==> config.mk <==
export PLATFORM = sky130hd
export DESIGN_NAME = mem_port_arbiter
export DESIGN_NICKNAME = d
export VERILOG_FILES = /design/src/rtl/mem_port_arbiter.sv
export SDC_FILE = /design/constraint.sdc
export NUM_CORES = 1
export LEC_CHECK = 0
export ABC_AREA = 1
export CAP_MARGIN = 20
export CORE_UTILIZATION = 50
export DETAILED_ROUTE_END_ITERATION = 7
export DONT_BUFFER_PORTS = 1
export PLACE_DENSITY = 0.71
export SYNTH_ARGS = -nofsm -noshare
export SYNTH_HDL_FRONTEND = slang
export SYNTH_SLANG_ARGS = --single-unit
export TNS_END_PERCENT = 1
==> constraint.sdc <==
create_clock -name clk -period 1.72 [get_ports clk]
set_input_delay 0.258 -clock clk [delete_from_list [all_inputs] [get_ports clk]]
set_output_delay 0.258 -clock clk [all_outputs]
set_load 0.01 [all_outputs]
==> src/rtl/mem_port_arbiter.sv <==
// rtl/mem_port_arbiter.sv - unified memory port arbiter for fetch and load/store requesters
module mem_port_arbiter #(
  parameter int MEM_LAT    = 2,
  parameter int MAX_STREAK = 4
) (
  input  logic        clk,
  input  logic        reset,
  input  logic        if_req,
  input  logic [31:0] if_addr,
  output logic        if_ack,
  output logic        if_err,
  output logic [31:0] if_rdata,
  input  logic        flush,
  input  logic        d_req,
  input  logic        d_wr,
  input  logic [31:0] d_addr,
  input  logic [31:0] d_wdata,
  input  logic [1:0]  d_size,
  input  logic        d_sign,
  output logic        d_ack,
  output logic        d_err,
  output logic [31:0] d_rdata,
  output logic        mem_en,
  output logic        mem_wr,
  output logic [31:0] mem_addr,
  output logic [3:0]  mem_be,
  output logic [31:0] mem_wdata,
  input  logic [31:0] mem_rdata,
  output logic        grant_d
);

  typedef enum logic [1:0] {IDLE, WAIT, RESP} state_t;

  state_t      state, state_n;
  logic [3:0]  cnt, streak;
  logic        is_d, is_wr, sgn, kill, err_f;
  logic [1:0]  lo, sz;
  logic        data_win, fetch_win, misal, kill_n;
  logic [3:0]  be_n;
  logic [31:0] wdata_n, ld_data;
  logic [7:0]  lane_b;
  logic [15:0] lane_h;

  always_comb begin
    data_win  = d_req && !(if_req && !flush && streak == 4'(MAX_STREAK));
    fetch_win = !data_win && if_req && !flush;
    misal     = |if_addr[1:0];
    if (data_win) begin
      case (d_size)
        2'b00:   misal = 1'b0;
        2'b01:   misal = d_addr[0];
        default: misal = |d_addr[1:0];
      endcase
    end
    kill_n = kill | (flush & ~is_d);
  end

  // Big-endian lane steering: byte 0 of the word lives in bits 31:24.
  always_comb begin
    be_n    = 4'hf;
    wdata_n = d_wdata;
    case (d_size)
      2'b00: begin
        be_n    = 4'b1000 >> d_addr[1:0];
        wdata_n = {4{d_wdata[7:0]}};
      end
      2'b01: begin
        be_n    = d_addr[1] ? 4'b0011 : 4'b1100;
        wdata_n = {2{d_wdata[15:0]}};
      end
      default: ;
    endcase
  end

  always_comb begin
    lane_b = mem_rdata[7:0];
    case (lo)
      2'd0:    lane_b = mem_rdata[31:24];
      2'd1:    lane_b = mem_rdata[23:16];
      2'd2:    lane_b = mem_rdata[15:8];
      default: lane_b = mem_rdata[7:0];
    endcase
    lane_h  = lo[1] ? mem_rdata[15:0] : mem_rdata[31:16];
    ld_data = mem_rdata;
    case (sz)
      2'b00:   ld_data = sgn ? {{24{lane_b[7]}}, lane_b} : {24'h0, lane_b};
      2'b01:   ld_data = sgn ? {{16{lane_h[15]}}, lane_h} : {16'h0, lane_h};
      default: ;
    endcase
  end

  always_comb begin
    state_n = state;
    case (state)
      IDLE:    if (data_win || fetch_win) state_n = WAIT;
      WAIT:    if (cnt == 4'd0) state_n = RESP;
      RESP:    state_n = IDLE;
      default: state_n = IDLE;
    endcase
  end

  always_ff @(posedge clk) begin
    if (reset) state <= IDLE;
    else       state <= state_n;
  end

  always_ff @(posedge clk) begin
    if (reset) begin
      cnt <= '0; streak <= '0; is_d <= 1'b0; is_wr <= 1'b0; sgn <= 1'b0;
      kill <= 1'b0; err_f <= 1'b0; lo <= '0; sz <= '0;
      if_ack <= 1'b0; if_err <= 1'b0; if_rdata <= '0;
      d_ack <= 1'b0; d_err <= 1'b0; d_rdata <= '0;
      mem_en <= 1'b0; mem_wr <= 1'b0; mem_addr <= '0; mem_be <= '0; mem_wdata <= '0;
      grant_d <= 1'b0;
    end else begin
      mem_en <= 1'b0;
      if_ack <= 1'b0;
      if_err <= 1'b0;
      d_ack  <= 1'b0;
      d_err  <= 1'b0;
      case (state)
        IDLE: begin
          kill <= 1'b0;
          if (data_win || fetch_win) begin
            is_d    <= data_win;
            grant_d <= data_win;
            is_wr   <= data_win & d_wr;
            sgn     <= d_sign;
            lo      <= data_win ? d_addr[1:0] : if_addr[1:0];
            sz      <= data_win ? d_size : 2'b11;
            err_f   <= misal;
            if (fetch_win)                         streak <= '0;
            else if (streak != 4'(MAX_STREAK))     streak <= streak + 4'd1;
            // A misaligned access skips memory but still spends one WAIT cycle,
            // so its error response lands two cycles after the request.
            cnt <= misal ? 4'd0 : 4'(MEM_LAT);
            if (!misal) begin
              mem_en <= 1'b1;
              mem_wr <= data_win & d_wr;
              if (data_win) begin
                mem_addr  <= {d_addr[31:2], 2'b00};
                mem_be    <= be_n;
                mem_wdata <= wdata_n;
              end else begin
                mem_addr <= {if_addr[31:2], 2'b00};
                mem_be   <= 4'hf;
              end
            end
          end
        end
        WAIT: begin
          kill <= kill_n;
          if (cnt != 4'd0) cnt <= cnt - 4'd1;
          else if (is_d) begin
            d_ack   <= 1'b1;
            d_err   <= err_f;
            d_rdata <= (err_f || is_wr) ? 32'h0 : ld_data;
          end else if (!kill_n) begin
            if_ack <= ~err_f;
            if_err <= err_f;
            if (!err_f) if_rdata <= mem_rdata;
          end
        end
        RESP: begin
          kill    <= 1'b0;
          grant_d <= 1'b0;
        end
        default: ;
      endcase
    end
  end

endmodule

==> out/results.ini <==
[die]
initial_utilization_pct = 51.28
die_area_um2 = 15400
ios = 276
fp.dieW_um = 124.1
fp.dieH_um = 124.1
coreArea_um2 = 14530
rows = 44

[power]
swShare_pct = 30.20
p_total_mw = 9.469
p_switching_mw = 2.859
p_leak_nw = 3.662
combPwrFrac_pct = 18.8
p_int_mw = 6.610
powerDensity_nw_per_um2 = 1096
p_clk_share_pct = 38.1
p_seq_share_pct = 43.2
power.ir.vdd_worst_uv = 756.0

[yosys]
synth_top_area_share_pct = 41.90
yosysWarnings = 0
ys_types = 37
synthTopCellsByArea = dfxtp_1, nand2_1, nor2_1
avgSynthCellArea_um2 = 7.032
yosysTopAreaCell = dfxtp_1
netlist_area_um2 = 7453
syn_inst = 1060
yosysSeqAreaShare_pct = 41.90
ys_seq_elements = 156

[clocking]
cts_tree = yes
cts.sinks = 156
numCtsBuffers = 17
hold_buffers = 21
insertion_delay_ns = 0.42
cts_buffer_depth = 2
h-tree-depth = 4
cts_root_buf = clkbuf_16
clk_pin_slew_worst_paths_ns = 0.06

[finish]
final_cell_mix = nand2_1, dfxtp_1, nor2_1, nand3_1, a21oi_1
final_util_pct = 59.47
nFillCells = 1347
drive_gt1_share_pct = 13.84
diodes = 0
nets = 1219
mostFrequentLayoutCell = nand2_1
areaGrowthSynthToFinish_pct = 15.96

[hold_path]
hold_class = input pin to register

[setup_path]
crit_fanout = 17
worstSetupPathType = register to register
crit_path_end_kind = register
cp_slowest_cell = dfxtp_2
crit_path_start_kind = register
path_cells = inv_1, ha_1, nand2_1, nor2_2, nand2_2, nand2_4, inv_4, nand2_2, nand2_4, buf_4, buf_12, nand3_1, a21oi_2
worst_path_largest_cell_delay_ns = 0.32
required_ns = 2.07
cp.arrival_ns = 2.02

[outcome]
violations = negative hold slack
status = finished with violations

[sta]
slew_violations = 0
post-route-period-util_pct = 96.77
fin_worst_skew_ns = 0.006942
worst_slack_ns = 0.05554
whs_ns = -0.09353
finalSetupViolations = 0
timing.setup.tns_ns = 0
min_period_ns = 1.664
finalHoldViolations = 85
rsz0062_at_grt = true
max_freq_mhz = 600.8

[global_routing]
grt_max_degree = 89
grt_usage_pct = 27.27
grt_pass1_vias = 6539
antenna_found_initial = 0
grt_pass1_wl_um = 32570
gr-total-overflow = 0

[drt]
drt_wl_total_um = 21490
route.detailed.drc = 0
route.vias.total = 7024
wl_per_cell_um = 16.86
drtIter0Drc = 629
dr.pass1.iters = 7
postRouteAntennaNets = 0
avgViaCountPerCell = 5.509

[placement]
hpwlAfterDp_um = 15040
gp_congestion = 0.9162
pre_cts_ws_ns = -0.1147
io_buffer_count = 0

[run]
max_cap_violations = 0

## worst max-delay path: cells and delay by family (launching register included)
kind	cells	cell delay, ns
and+or+nand+nor	7	0.54
buffers and inverters	4	0.40
DFF	1	0.32
adders and majority gates	1	0.18
AOI/OAI and AO/OA	1	0.14
## power by group through the flow
stage	Combinational, mW	Clock [mW]	Sequential [mW]
3_5_place_dp	1.62	0	4.17
4_1_cts	1.72	3.66	4.09
3_3_place_gp	1.60	0	4.16
5_1_grt	1.99	3.80	4.12
6_report	1.78	3.60	4.09
2_1_floorplan	1.30	0	4.11
## per-stage QoR
stage	hold WS [ns]	area (µm²)	std cells
floorplan	0.3611	7457	1061
global placement	0.3268	7664	1214
detailed placement	0.3286	7664	1214
CTS	-0.1194	8537	1272
global route	-0.1197	8643	1275
finish	-0.09353	8643	1275
## kinds of logic after synthesis
group                      synth area share, %
other                                  0.05031
and+or+nand+nor                          35.47
adders and majority gates               0.6715
buffers and inverters                    8.041
DFF                                      41.90
xor gates and xnor gates                0.3526
AOI/OAI and AO/OA                        13.51
## path summary, 6_finish.rpt
check        startpoint       endpoint  slack (ns)  cells past startpoint
max reg2reg   streak[0]   mem_wdata[5]        0.06                     13
min               reset  mem_wdata[23]       -0.09                      1
min reg2reg       err_f         if_ack        0.45                      1
max           streak[0]   mem_wdata[5]        0.06                     13
## state kept, by name, indices dropped and copies added (netlist names), 2 cells and up
register   count
d_rdata       32
mem_addr      30
mem_wdata     32
mem_be         4
sz             2
streak         4
cnt            4
if_rdata      32
state          2
lo             2
## what timing repair did
item                       4_1_cts  5_1_grt
setup buffers                    4        2
gates resized for setup          6       20
hold endpoints to repair       106       85
pin swaps                        1        5
gates cloned                     1        1
setup endpoints to repair       68       86
## layout make-up
class	instances	area [µm²]	area share, %
Clock buffer	19	432.9	5.009
Clock inverter	13	126.4	1.462
Inverter	56	212.7	2.461
Multi-Input combinational cell	781	3829	44.30
Sequential cell	156	3124	36.15
Tap cell	184	230.2	2.664
Timing Repair Buffer	66	688.2	7.962
## Yosys cell counts (all sizes together)
cell / n
o211ai: 8
nand3: 114
clkbuf: 27
o21ai: 49
o32ai: 1
clkinv: 2
nand4: 4
nor3: 4
nand3b: 1
conb: 1
nor2: 139
a211oi: 15
inv: 54
o22ai: 6
o21a: 6
nand2: 322
ha: 4
a21oi: 84
buf: 42
nor4: 18
dfxtp: 156
xor2: 3
## per-layer routing
layer | vias to the layer above | share of wire (%) | track usage (%)
met5 | - | 0 | 0
met4 | 0 | 2.5 | 9.821
met3 | 34 | 10 | 10.49
met2 | 294 | 47 | 45.06
met1 | 3207 | 40 | 31.93
li1 | 3489 | - | -
(Power assumes the default switching activity.)
==> RTL edit 1: new RTL, config.mk and constraints unchanged <==
Re-encode `state_t` (3 states) as one-hot, 3 bits wide.
--- a/src/rtl/mem_port_arbiter.sv
+++ b/src/rtl/mem_port_arbiter.sv
@@ -30,5 +30,5 @@
 );
 
-  typedef enum logic [1:0] {IDLE, WAIT, RESP} state_t;
+  typedef enum logic [2:0] {IDLE = 3'b001, WAIT = 3'b010, RESP = 3'b100} state_t;
 
   state_t      state, state_n;
Function: same outputs for any inputs over 4 cycles, from zero or initial values and one cycle with reset high; so few cycles prove little.
==> RTL edit 1 against the unedited design <==
The run ends with setup timing left. Setup slack worse by 0.059 ns. Die area down 4.4%. Synthesized area fell by 4.5%. Fmax fell by 3.4%. Sequential cell count up 1. Final area down 3.3%. Synthesized cell count rose by 0.47%. Sequential share of layout area up 1.5 points. Via count decreased by 2.7%. Wire length is 5.4% lower. Total power shrank 6.5%. Core utilization is 0.73 points higher. Critical path type unchanged. Largest cell class unchanged. Largest power group unchanged. Highest routed layer unchanged.
==> RTL edit 1: results (changes against the unedited design) <==
Commonest cells post-synth: nand2_1, dfxtp_1, a21oi_1
Hold path cells: 2 (+1)
DR pass1 iterations: 5 (-2)
Diodes inserted: 0 (unchanged)
WL per Instance: 16.0 um (-5.1%)
Cts bufs inserted: 17 (unchanged)
Vias: 6836 (-2.7%)
Worst ir drop on vdd: 0.681 mV (-10%)
CP peak stage delay: 0.32 ns (about the same)
Skew final: 0.0104 ns (+0.00349 ns)
Area contributors post-synth: dfxtp_1, nand2_1, a21oi_1
Seq/Total Area, Yosys: 44.1% (+2.2 points)
Layout cells sized above 1: 10.9% (-2.9 points)
Top_reg_cell synth: dfxtp_1
R2R depth: 13 (unchanged)
# fillers: 1342 (-0.37%)
Worst-path clk slew: 0.06 ns (about the same)
FFs w/ async S/R, synth: 0% (unchanged)
Initial antenna violation count: 0 (unchanged)
Static Leak: 3.60 nW (-1.7%)
Hold Crit Class: in -> reg
Vias in the first global route: 5906 (-9.7%)
Failing checks: setup timing
Final Hold Fails: 0 (-100%)
# port buffers: 0 (unchanged)
Worst skew pair latency: 0.42 ns (about the same)
Syn Inst Count: 1065 (+0.47%)
Root buffer cell: clkbuf_16
Final Routed Wirelength: 20.3 mm (-5.4%)
Number of DRC markers in iteration 0: 433 (-31%)
RePlAce Congestion: 0.912 (-0.50%)
DP Wirelength: 14.2 mm (-5.8%)
Synth unique cells: 29 (-22%)
# setup viols final: 1 (+1)
Crit-path max FO: 7 (-10)
CP max-delay cell: dfxtp_2
Fin Setup TNS: -0.00318 ns (-0.00318 ns)
Biggest regs: d_rdata x32, if_rdata x32, mem_wdata x32
Hold Path Sink: lo[1]
Longest Clk Path Bufs: 2 (unchanged)
Critical Path AT: 2.09 ns (+0.07 ns)
GRT Total Usage: 26.4% (-0.86 points)
Remaining DRCs: 0 (unchanged)
YS warnings: 0 (unchanged)
Worst path top cell family by delay: simple AND/OR/NAND/NOR gates
Worst r2r dst: mem_addr[24]
H-tree levels: 4 (unchanged)
Min-Delay Startpoint: d_addr[1]
Status: finished with violations
Largest net degree at the start of global routing: 75 (-16%)
Final worst slack: -0.00318 ns (-0.0587 ns)
First-pass GRT wire length: 30.1 mm (-7.7%)
Placed insts: 1219 (+0.41%)
Slew Limit Fails: 0 (unchanged)
Rel. slew slack: 66.1%
Reg2reg start: streak[1]
## RTL edit 1: final cells by class
cell class | count | share of cell area [%]
Inverter | 70 | 3.14
Multi-Input combinational cell | 774 | 42.2
Tap cell | 180 | 2.70
Clock buffer | 23 | 5.72
Sequential cell | 157 | 37.6
Clock inverter | 9 | 1.03
Timing Repair Buffer | 57 | 7.53
## RTL edit 1: cell families (layout without fill, tap and decap cells)
logic type / after synthesis / in the layout / share of synthesized area [%]
AOI/OAI and AO/OA: 195 / 195 / 14.4
DFF: 157 / 157 / 44.1
and+or+nand+nor: 570 / 570 / 32.7
other: 1 / 2 / 0.0527
buffers and inverters: 135 / 159 / 7.63
xor gates and xnor gates: 3 / 3 / 0.369
adders and majority gates: 4 / 4 / 0.703
## RTL edit 1: repair_timing
item,4_1_cts,5_1_grt
resized for setup,1,32
gates cloned,0,6
pin swaps,0,7
setup endpoints to repair,1,104
buffers inserted,0,3
hold buffers,10,0
hold endpoints to repair,77,0
## RTL edit 1: where the power goes
group | internal [W] | switching (W) | total (W)
registers | 0.00380 | 0.000177 | 0.00398
clock network | 0.00210 | 0.00144 | 0.00354
logic | 0.000497 | 0.000834 | 0.00133
total | 0.00641 | 0.00245 | 0.00886
## RTL edit 1: how the worst max path moves through the flow
| stage | cells after the start | startpoint | slack (ns) | endpoint |
|---|---|---|---|---|
| after CTS | 12 | streak[0] | 0.02 | mem_addr[24] |
| after floorplan | 11 | streak[0] | 0.0004 | mem_wdata[31] |
| after global placement | 13 | streak[0] | 0.07 | mem_addr[31] |
| after global routing | 13 | streak[1] | -0.13 | mem_addr[31] |
| after detailed placement | 13 | streak[0] | 0.004 | mem_addr[24] |
| final | 13 | streak[1] | -0.003 | mem_addr[24] |
## RTL edit 1: per-stage QoR
stage | hold WS (ns) | cell area, um^2 | worst slack, ns
after floorplan | 0.361 | 7120 | 0.000401
after global placement | 0.332 | 7450 | 0.0679
after detailed placement | 0.335 | 7450 | 0.00402
after CTS | 0.000201 | 8130 | 0.0186
after global routing | 0.00673 | 8360 | -0.128
final | 0.0180 | 8360 | -0.00318
## RTL edit 1: per-layer routing
metal	GRT usage, %	wire [um]	share of wire [%]
met5	0	0	0
met2	43.3	9620	47
met3	9.82	1930	9.5
met1	31.1	8390	41
met4	10.0	387	1.9
## RTL edit 1: worst reg2reg max path: cells and delay by family, from the launching register on
kind	cells	cell delay, ns
buffers and inverters	2	0.26
adders and majority gates	1	0.14
DFF	1	0.32
and+or+nand+nor	10	0.96
==> RTL edit 2: new RTL, same settings <==
Without the edit above. Make the reset (`reset`) asynchronous in 2 clocked blocks.
--- a/src/rtl/mem_port_arbiter.sv
+++ b/src/rtl/mem_port_arbiter.sv
@@ -100,10 +100,10 @@
   end
 
-  always_ff @(posedge clk) begin
+  always_ff @(posedge clk or posedge reset) begin
     if (reset) state <= IDLE;
     else       state <= state_n;
   end
 
-  always_ff @(posedge clk) begin
+  always_ff @(posedge clk or posedge reset) begin
     if (reset) begin
       cnt <= '0; streak <= '0; is_d <= 1'b0; is_wr <= 1'b0; sgn <= 1'b0;
Function: differs if reset is asserted again (counterexample within 4 cycles, from zero or initial values and one cycle with reset high); with reset held inactive, the same outputs for 4 cycles.
==> RTL edit 2 against the unedited design <==
Setup slack got worse by 0.020 ns. First-iteration DRC count down 36%. Synthesized area increased by 0.72%. Critical endpoint is now mem_addr[11]. Count of clock-buffer cells in the layout unchanged. Sequential cell count stayed put. Final area rose by 2.6%. Highest routed layer unchanged. Die area rose by 0.71%. Wire length is 6.7% lower.
Power is not compared: it rests on default switching activity, and its combinational part moved more than twofold at a synthesized area within 25%.
==> RTL edit 2: results (changes against the unedited design) <==
Placed Area: 7780 um^2 (+1.5%)
Final instance area: 8870 um^2 (+2.6%)
First-pass GRT wire length: 30.9 mm (-5.3%)
Met1 wire length: 8.28 mm (-4.9%)
Crit. Startpoint: streak[0]
Worst Path Required: 2.02 ns (-0.05 ns)
DR pass1 iterations: 5 (-2)
Hold_buf cts: 16 (-24%)
WL met2: 9.54 mm (-5.1%)
Hold Slack: 0.0116 ns (+0.105 ns)
Status: finished, final reports clean
Final Routed Wirelength: 20.1 mm (-6.7%)
Final Hold Fails: 0 (-100%)
Synth unique cells: 35 (-5.4%)
Number of DRC markers in iteration 0: 400 (-36%)
Seq/Total Area, Yosys: 52.0% (+10 points)
Placed insts: 1135 (-6.5%)
Post-Synth XOR/XNOR Area: 0.233% (-0.12 points)
R2R depth: 11 (-2)
Grt met1 use: 31.9% (about the same)
Met2 GRT Util: 39.5% (-5.5 points)
Reg-to-reg setup timing slack: 0.04 ns (-0.02 ns)
DP Wirelength: 13.9 mm (-7.4%)
GRT Total Usage: 25.3% (-2.0 points)
Hold path cells: 2 (+1)
Layout cells sized above 1: 10.9% (-2.9 points)
Skew final: 0.00961 ns (+0.00266 ns)
Overall power: 0.0154 W
Crit-path max FO: 9 (-8)
Commonest cells post-synth: nand2_1, dfrtp_1, o21ai_0
RePlAce Congestion: 0.912 (-0.48%)
Post-CTS sizing: 1 (-5)
Synth Area in Adders: 0.667% (-0.0048 points)
Met3 Track Usage GR: 8.63% (-1.9 points)
Vias in the first global route: 5872 (-10%)
Area contributors post-synth: dfrtp_1, nand2_1, o21ai_0
Worst r2r dst: mem_addr[11]
Initial antenna violation count: 1 (+1)
Min-Delay Startpoint: mem_rdata[6]
# fillers: 1280 (-5.0%)
## RTL edit 2: cell count changes after synthesis, sizes merged, moves of 18 or more
cell | unedited run | this run
a21oi | 84 | 14
dfrtp | 0 | 156
dfxtp | 156 | 0
nand2 | 322 | 449
nand3 | 114 | 81
nor2 | 139 | 22
nor4 | 18 | 0
o21ai | 49 | 103
## RTL edit 2: cell type report
type	count	share of cell area [%]
Antenna cell	1	0.0282
Clock buffer	19	4.99
Clock inverter	12	1.93
Inverter	69	3.02
Multi-Input combinational cell	704	36.5
Sequential cell	156	44.0
Tap cell	184	2.59
Timing Repair Buffer	50	6.90
## RTL edit 2: worst max-delay path, cell delays in order (launching register included)
cell and delay (ns):
dfrtp_1 0.39, inv_2 0.09, ha_4 0.15, nand2_4 0.05
nor2_4 0.14, nand2_1 0.08, nand2_2 0.14, nand2_4 0.13
nand2_4 0.14, nand2_8 0.09, nand2_1 0.10, nand2_1 0.06
